### src/rtl/axi2wb_wb_issuer.sv
// Issues one Wishbone classic cycle for each command popped from the AXI-side
// command FIFO, and returns exactly one response word for it, with a timeout guard.
module axi2wb_wb_issuer #(
  parameter int AW      = 32,
  parameter int DW      = 32,
  parameter int IDW     = 4,
  parameter int TIMEOUT = 255,
  parameter int CW      = (TIMEOUT < 1) ? 1 : $clog2(TIMEOUT + 1)
) (
  input  logic            clk_i,
  input  logic            rst_ni,
  input  logic            flush_i,
  input  logic            cmd_empty_i,
  output logic            cmd_pop_o,
  input  logic            cmd_we_i,
  input  logic [AW-1:0]   cmd_addr_i,
  input  logic [DW-1:0]   cmd_wdata_i,
  input  logic [DW/8-1:0] cmd_sel_i,
  input  logic [IDW-1:0]  cmd_id_i,
  output logic [AW-1:0]   wb_adr_o,
  output logic [DW-1:0]   wb_dat_o,
  output logic [DW/8-1:0] wb_sel_o,
  output logic            wb_we_o,
  output logic            wb_cyc_o,
  output logic            wb_stb_o,
  input  logic [DW-1:0]   wb_dat_i,
  input  logic            wb_ack_i,
  input  logic            wb_err_i,
  input  logic            rsp_full_i,
  output logic            rsp_push_o,
  output logic [DW-1:0]   rsp_data_o,
  output logic            rsp_we_o,
  output logic            rsp_err_o,
  output logic [IDW-1:0]  rsp_id_o
);

  typedef enum logic [1:0] {
    IDLE = 2'd0,
    BUS  = 2'd1,
    RESP = 2'd2
  } state_e;

  localparam bit            TO_EN     = (TIMEOUT > 32'sd0);
  localparam int            TO_LAST_I = TO_EN ? (TIMEOUT - 32'sd1) : 32'sd0;
  localparam logic [CW-1:0] TO_LAST   = CW'(TO_LAST_I);

  state_e         state_r;
  logic [CW-1:0]  cnt_r;
  logic [IDW-1:0] id_r;
  logic           pop_s;
  logic           push_s;
  logic           timeout_s;
  logic           term_s;

  // Pop/push handshakes are combinational on state; both are held off by reset and flush.
  always_comb begin
    pop_s  = 1'b0;
    push_s = 1'b0;
    if (rst_ni && !flush_i) begin
      case (state_r)
        IDLE:    pop_s  = !cmd_empty_i;
        RESP:    push_s = !rsp_full_i;
        default: begin
          pop_s  = 1'b0;
          push_s = 1'b0;
        end
      endcase
    end else begin
      pop_s  = 1'b0;
      push_s = 1'b0;
    end
  end

  assign timeout_s  = TO_EN && (cnt_r == TO_LAST);
  assign term_s     = wb_ack_i || wb_err_i || timeout_s;
  assign cmd_pop_o  = pop_s;
  assign rsp_push_o = push_s;

  // Transaction FSM with registered bus and response fields.
  always_ff @(posedge clk_i or negedge rst_ni) begin
    if (!rst_ni) begin
      state_r    <= IDLE;
      cnt_r      <= '0;
      id_r       <= '0;
      wb_adr_o   <= '0;
      wb_dat_o   <= '0;
      wb_sel_o   <= '0;
      wb_we_o    <= 1'b0;
      wb_cyc_o   <= 1'b0;
      wb_stb_o   <= 1'b0;
      rsp_data_o <= '0;
      rsp_we_o   <= 1'b0;
      rsp_err_o  <= 1'b0;
      rsp_id_o   <= '0;
    end else if (flush_i) begin
      state_r  <= IDLE;
      cnt_r    <= '0;
      wb_cyc_o <= 1'b0;
      wb_stb_o <= 1'b0;
    end else begin
      case (state_r)
        IDLE: begin
          if (pop_s) begin
            wb_adr_o <= cmd_addr_i;
            wb_dat_o <= cmd_wdata_i;
            wb_sel_o <= cmd_sel_i;
            wb_we_o  <= cmd_we_i;
            id_r     <= cmd_id_i;
            wb_cyc_o <= 1'b1;
            wb_stb_o <= 1'b1;
            cnt_r    <= '0;
            state_r  <= BUS;
          end
        end
        BUS: begin
          if (term_s) begin
            wb_cyc_o   <= 1'b0;
            wb_stb_o   <= 1'b0;
            cnt_r      <= '0;
            rsp_we_o   <= wb_we_o;
            rsp_id_o   <= id_r;
            // Without ack or err the only remaining cause is the timeout.
            rsp_err_o  <= wb_err_i || !wb_ack_i;
            rsp_data_o <= (wb_ack_i && !wb_err_i && !wb_we_o) ? wb_dat_i : '0;
            state_r    <= RESP;
          end else if (cnt_r != {CW{1'b1}}) begin
            cnt_r <= cnt_r + CW'(1'b1);
          end
        end
        RESP: begin
          if (push_s) begin
            state_r <= IDLE;
          end
        end
        default: begin
          state_r  <= IDLE;
          cnt_r    <= '0;
          wb_cyc_o <= 1'b0;
          wb_stb_o <= 1'b0;
        end
      endcase
    end
  end

endmodule

### config.mk
export PLATFORM = sky130hd
export DESIGN_NAME = axi2wb_wb_issuer
export DESIGN_NICKNAME = d
export VERILOG_FILES = /design/src/rtl/axi2wb_wb_issuer.sv
export SDC_FILE = /design/constraint.sdc
export NUM_CORES = 1
export LEC_CHECK = 0
export CAP_MARGIN = 5
export CORE_ASPECT_RATIO = 0.75
export CORE_MARGIN = 10
export CORE_UTILIZATION = 45
export DETAILED_ROUTE_END_ITERATION = 8
export PLACE_DENSITY = 0.82
export RECOVER_POWER = 25
export SYNTH_ARGS = -nofsm -noshare
export SYNTH_HDL_FRONTEND = slang
export SYNTH_SLANG_ARGS = --single-unit
### constraint.sdc
create_clock -name clk_i -period 4 [get_ports clk_i]
set_input_delay 1.2 -clock clk_i [delete_from_list [all_inputs] [get_ports clk_i]]
set_output_delay 1.2 -clock clk_i [all_outputs]
set_load 0.05 [all_outputs]
# Word level (Yosys, flattened, before mapping)
# Cells that the tools add are included.
# totals
regBits	122
word_cells	60
# classes
reduce_logical	18
n_bitwise	1
n_mux	19
n_eq_ne	9
add_sub_neg	1
# ops
operator	n
32-bit two-way mux	1
8-bit two-way mux	4
8-bit case mux with 3 select lines	1
3-bit AND reduction	5
3-bit inequality test (second input constant)	3
8-bit by 1-bit adder with 8-bit output (second input constant)	1
8-bit equality test (second input constant)	1
2-bit two-way mux	4
8-bit inequality test (second input constant)	1
1-bit two-way mux	7
1-bit logical NOT	6
2-bit case mux with 3 select lines	1
4-bit inequality test (second input constant)	1
1-bit logical AND	3
1-bit logical OR	3
1-bit case mux with 3 select lines	1
2-bit by 1-bit equality test with 1-bit output (second input constant)	1
2-bit equality test (second input constant)	1
2-bit logical NOT	1
2-bit inequality test (second input constant)	1
1-bit NOT	1

# Longest topological paths before layout
# depth
depth_word	6
ltp_mapped	8
ltp_nobuf	6

# Least setup slack after synthesis
# OpenSTA, ideal clock, no wires.
# synth_timing
path_type	input to output
from	input rsp_full_i
to	output rsp_push_o
path_slack_ns	-0.161
stages	2
n_path_buf	0
t_arrival_ns	2.961
t_required_ns	2.800
path_cell_list	nand2b_1 nor4b_1
# synth_between
elab_chain_cells	3
# synth_lines
element	line	text
start, declared	29	input logic rsp_full_i,
1-bit logical NOT	62	RESP: push_s = !rsp_full_i;
1-bit two-way mux	60	case (state_r)
1-bit two-way mux	59	if (rst_ni && !flush_i) begin
end, declared	30	output logic rsp_push_o,
# No other way between the ends.

# Worst setup path in the final report
# layout_timing
from	input flush_i
to	output cmd_pop_o
# layout_between
elab_chain_cells	3
# layout_lines
element	line	text
start, declared	12	input logic flush_i,
1-bit logical NOT	59	
1-bit logical AND	59	
1-bit two-way mux	59	
end, declared	14	output logic cmd_pop_o,
# No other way between the ends.

==> results.sh <==
export IMPL_path_cells="clkdlybuf4s50_1 -> or4_2 -> inv_2 -> buf_12"
export IMPL_place_hpwl_microns=11410
export IMPL_regArea_sq_um=3053
export IMPL_critPathArrivalTime_ps=2560
export IMPL_synth_main_ff_cell="dfrtp_1"
export IMPL_ys_async_sr_fraction=1.000
export IMPL_fp_dieW_microns=142.6
export IMPL_grt_pass1_vias=4718
export IMPL_crit_type="input port to output pin"
export IMPL_cp_start_kind="input port"
export IMPL_ys_warn_count=0
export IMPL_drt_total_wl_microns=15530
export IMPL_ir_worst_vdd_mv=0.3763
export IMPL_setup_ws_ps=244.5
export IMPL_nets=868
export IMPL_routedWlPerCell_microns=17.12
export IMPL_synth_top_family_by_area="simple AND/OR/NAND/NOR gates"
export IMPL_holdBufCountCts=0
export IMPL_fmax_ghz=0.2663
export IMPL_setup_viol=0
export IMPL_layout_common_cells="257 x nand2_1, 218 x clkdlybuf4s50_1, 122 x dfrtp_1"
export IMPL_gp_congestion=0.8475
export IMPL_status="finished, violations left"
export IMPL_syn_instance_count=530
export IMPL_multi_input_area_sq_um=1760
export IMPL_cts_buffers=17
export IMPL_grt_use_total=0.1962
export IMPL_min_period_ps=3755
export IMPL_rows=33
export IMPL_p_leak_nw=4.036
export IMPL_fillCellCount=783
export IMPL_hold_class="register to register"
export IMPL_cp_end_kind="output pin"
export IMPL_drc_errors=0
export IMPL_final_common_cell="nand2_1"
export IMPL_cp_max_fo=2
export IMPL_synthesis_nets=644
export IMPL_slowest_delay_ps=690
export IMPL_area_delta_synth_final_pct=58.26
export IMPL_ys_types=38
export IMPL_period_share=0.9389
export IMPL_worstPathRequired_ps=2800
export IMPL_initial_core_util=0.4618
export IMPL_grt_pass1_wl_microns=24950
export IMPL_clock_sinks=122
export IMPL_powerDensity_nw_per_um2=643.9
export IMPL_r2r_end="rsp_data_o[10]$_DFFE_PN0P_"
export IMPL_synth_area_sq_um=5072
export IMPL_vias=4419
export IMPL_cts_tree="yes"
export IMPL_reg2reg_depth=7
export IMPL_post_synth_top_area_cell="dfrtp_1"
export IMPL_tightestPinTransition_ps=1591
export IMPL_clockBufferDepth=2
export IMPL_synth_compound_area_share=0.03330
export IMPL_synth_area_per_cell_sq_um=9.571
export IMPL_coreArea_sq_um=10980
export IMPL_drt_pass1_iterations=4
export IMPL_finalHoldViolCount=0
export IMPL_synth_edf_count=0
export IMPL_ios=223
export IMPL_clk_latency_ps=400
export IMPL_die_h_microns=111.9
export IMPL_endpoint="cmd_pop_o"
export IMPL_synth_mux_area_frac=0.07647
export IMPL_rr_startpoint="cnt_r[0]$_DFFE_PN0P_"
export IMPL_numPortBuffers=222
export IMPL_synth_top_area_frac=0.6019
export IMPL_totalPowerFinal_mw=5.169
export IMPL_slew_headroom=-0.06092
export IMPL_max_cap_violations=1
export IMPL_postRouteAntennaNets=0
export IMPL_synthTopCellsByArea="dfrtp_1 60%, nand2_1 19%, mux2i_1 6.3%"
export IMPL_synth_xor_area_share=0
export IMPL_clk_pin_slew_ps=50
export IMPL_rsz0062_at_grt="false"
export IMPL_synth_simple_area_share=0.2299
export IMPL_synth_fa_ha_area_frac=0.004933
export IMPL_ys_ff_latch=122
export IMPL_final_max_slew_viol_count=66
export IMPL_critPathLaunch="flush_i"
export IMPL_h_tree_depth=4
export IMPL_setup_tns_ps=0
export IMPL_ys_seq_area_frac=0.6019
export IMPL_cts_root_buf="clkbuf_16"
export IMPL_ctsResizeCount=0
export IMPL_fin_skew_ps=7.438
export IMPL_postCtsSetupBuffers=0
export IMPL_drt_iter0_drc=160
export IMPL_overflow=0
export IMPL_r2r_slack_ps=890
export IMPL_pre_cts_ws_ps=244.0
export IMPL_slowest_stage="or4_2"
export IMPL_dieArea_sq_um=15960
export IMPL_via_per_inst=4.872
export IMPL_grt_antenna_before_repair=0
export IMPL_violations="capacitance limit, slew limit"
export IMPL_drive_gt1_frac=0.06128
export IMPL_antenna_cells=0
export IMPL_grt_max_degree=75
[worst min path at each step]
stage	cells past startpoint	to	start
6_report	2	wb_dat_o[26]$_DFFE_PN0P_	wb_dat_o[26]$_DFFE_PN0P_
5_1_grt	2	wb_adr_o[13]$_DFFE_PN0P_	wb_adr_o[13]$_DFFE_PN0P_
4_1_cts	2	wb_dat_o[4]$_DFFE_PN0P_	wb_dat_o[4]$_DFFE_PN0P_
3_5_place_dp	2	wb_adr_o[7]$_DFFE_PN0P_	wb_adr_o[7]$_DFFE_PN0P_
3_3_place_gp	2	id_r[0]$_DFFE_PN0P_	id_r[0]$_DFFE_PN0P_
2_1_floorplan	2	id_r[0]$_DFFE_PN0P_	id_r[0]$_DFFE_PN0P_
[sequential cells by signal (all words and copies together) (netlist names)]
name and cells:
rsp_err_o 1, wb_dat_o 32, rsp_we_o 1, cnt_r 8
wb_stb_o 1, rsp_id_o 4, wb_we_o 1, rsp_data_o 32
wb_adr_o 32, wb_sel_o 4, state_r 2, id_r 4
[stage by stage]
| stage | cells | hold WS (ps) | cell area [sq um] | utilization |
|---|---|---|---|---|
| finish | 907 | 468.4 | 8028 | 0.7309 |
| global route | 907 | 489.8 | 8028 | 0.7309 |
| CTS | 907 | 475.1 | 8051 | 0.7331 |
| detailed placement | 875 | 461.1 | 7441 | 0.6775 |
| global placement | 875 | 451.6 | 7441 | 0.6775 |
| floorplan | 530 | 438.5 | 5079 | - |
[synth_stat cells (2+ instances only)]
cell type  number
o21ai_0         3
nor4b_1         2
ha_1            2
o211a_1         2
buf_2          10
buf_6           3
dfrtp_1       122
nor2_1          5
a21oi_1         2
nor3b_1         3
nand3b_1        2
and3_1          2
mux2i_1        32
a221o_1         2
a211o_1         4
nand2b_1        2
nor3_1          3
clkbuf_1       11
nand3_1         2
nor4_1          2
inv_1          36
nand2_1       257
mux2_1          6
[layer usage]
| metal | vias to the layer above | wire (microns) | part of all wire | global-route usage |
|---|---|---|---|---|
| met5 | - | 0 | 0 | 0 |
| met4 | 0 | 217 | 0.014 | 0.06036 |
| met3 | 13 | 1753 | 0.11 | 0.1087 |
| met2 | 168 | 7338 | 0.47 | 0.3169 |
| met1 | 2129 | 6221 | 0.40 | 0.2171 |
| li1 | 2109 | - | - | - |
[power by group]
| group | leakage, nW | total (mW) | internal [mW] | switching (mW) |
|---|---|---|---|---|
| clock | 0.286 | 1.56 | 1.04 | 0.526 |
| combinational | 2.20 | 1.95 | 0.647 | 1.31 |
| sequential | 1.55 | 1.65 | 1.50 | 0.149 |
| total | 4.04 | 5.17 | 3.19 | 1.98 |
[cell type report]
class,instances,area share
clock inverters,12,0.02166
clock buffers,20,0.05440
inverters,37,0.01730
multi-input cells,346,0.2193
repair buffers,230,0.2852
flip-flops and latches,122,0.3803
well taps,140,0.02182
[critical path: cells and delay by family]
family	cells	cell delay (ps)
simple gates	1	690
buf+inv	3	660
[cells by family after synthesis]
kind of cell	count (synthesis)
AND/OR/NAND/NOR	287
flip-flops	122
buffers and inverters	62
multiplexers	38
AO/OA/AOI/OAI	19
adder cells (fa/ha/maj)	2
Power figures use the tool's default switching activity.
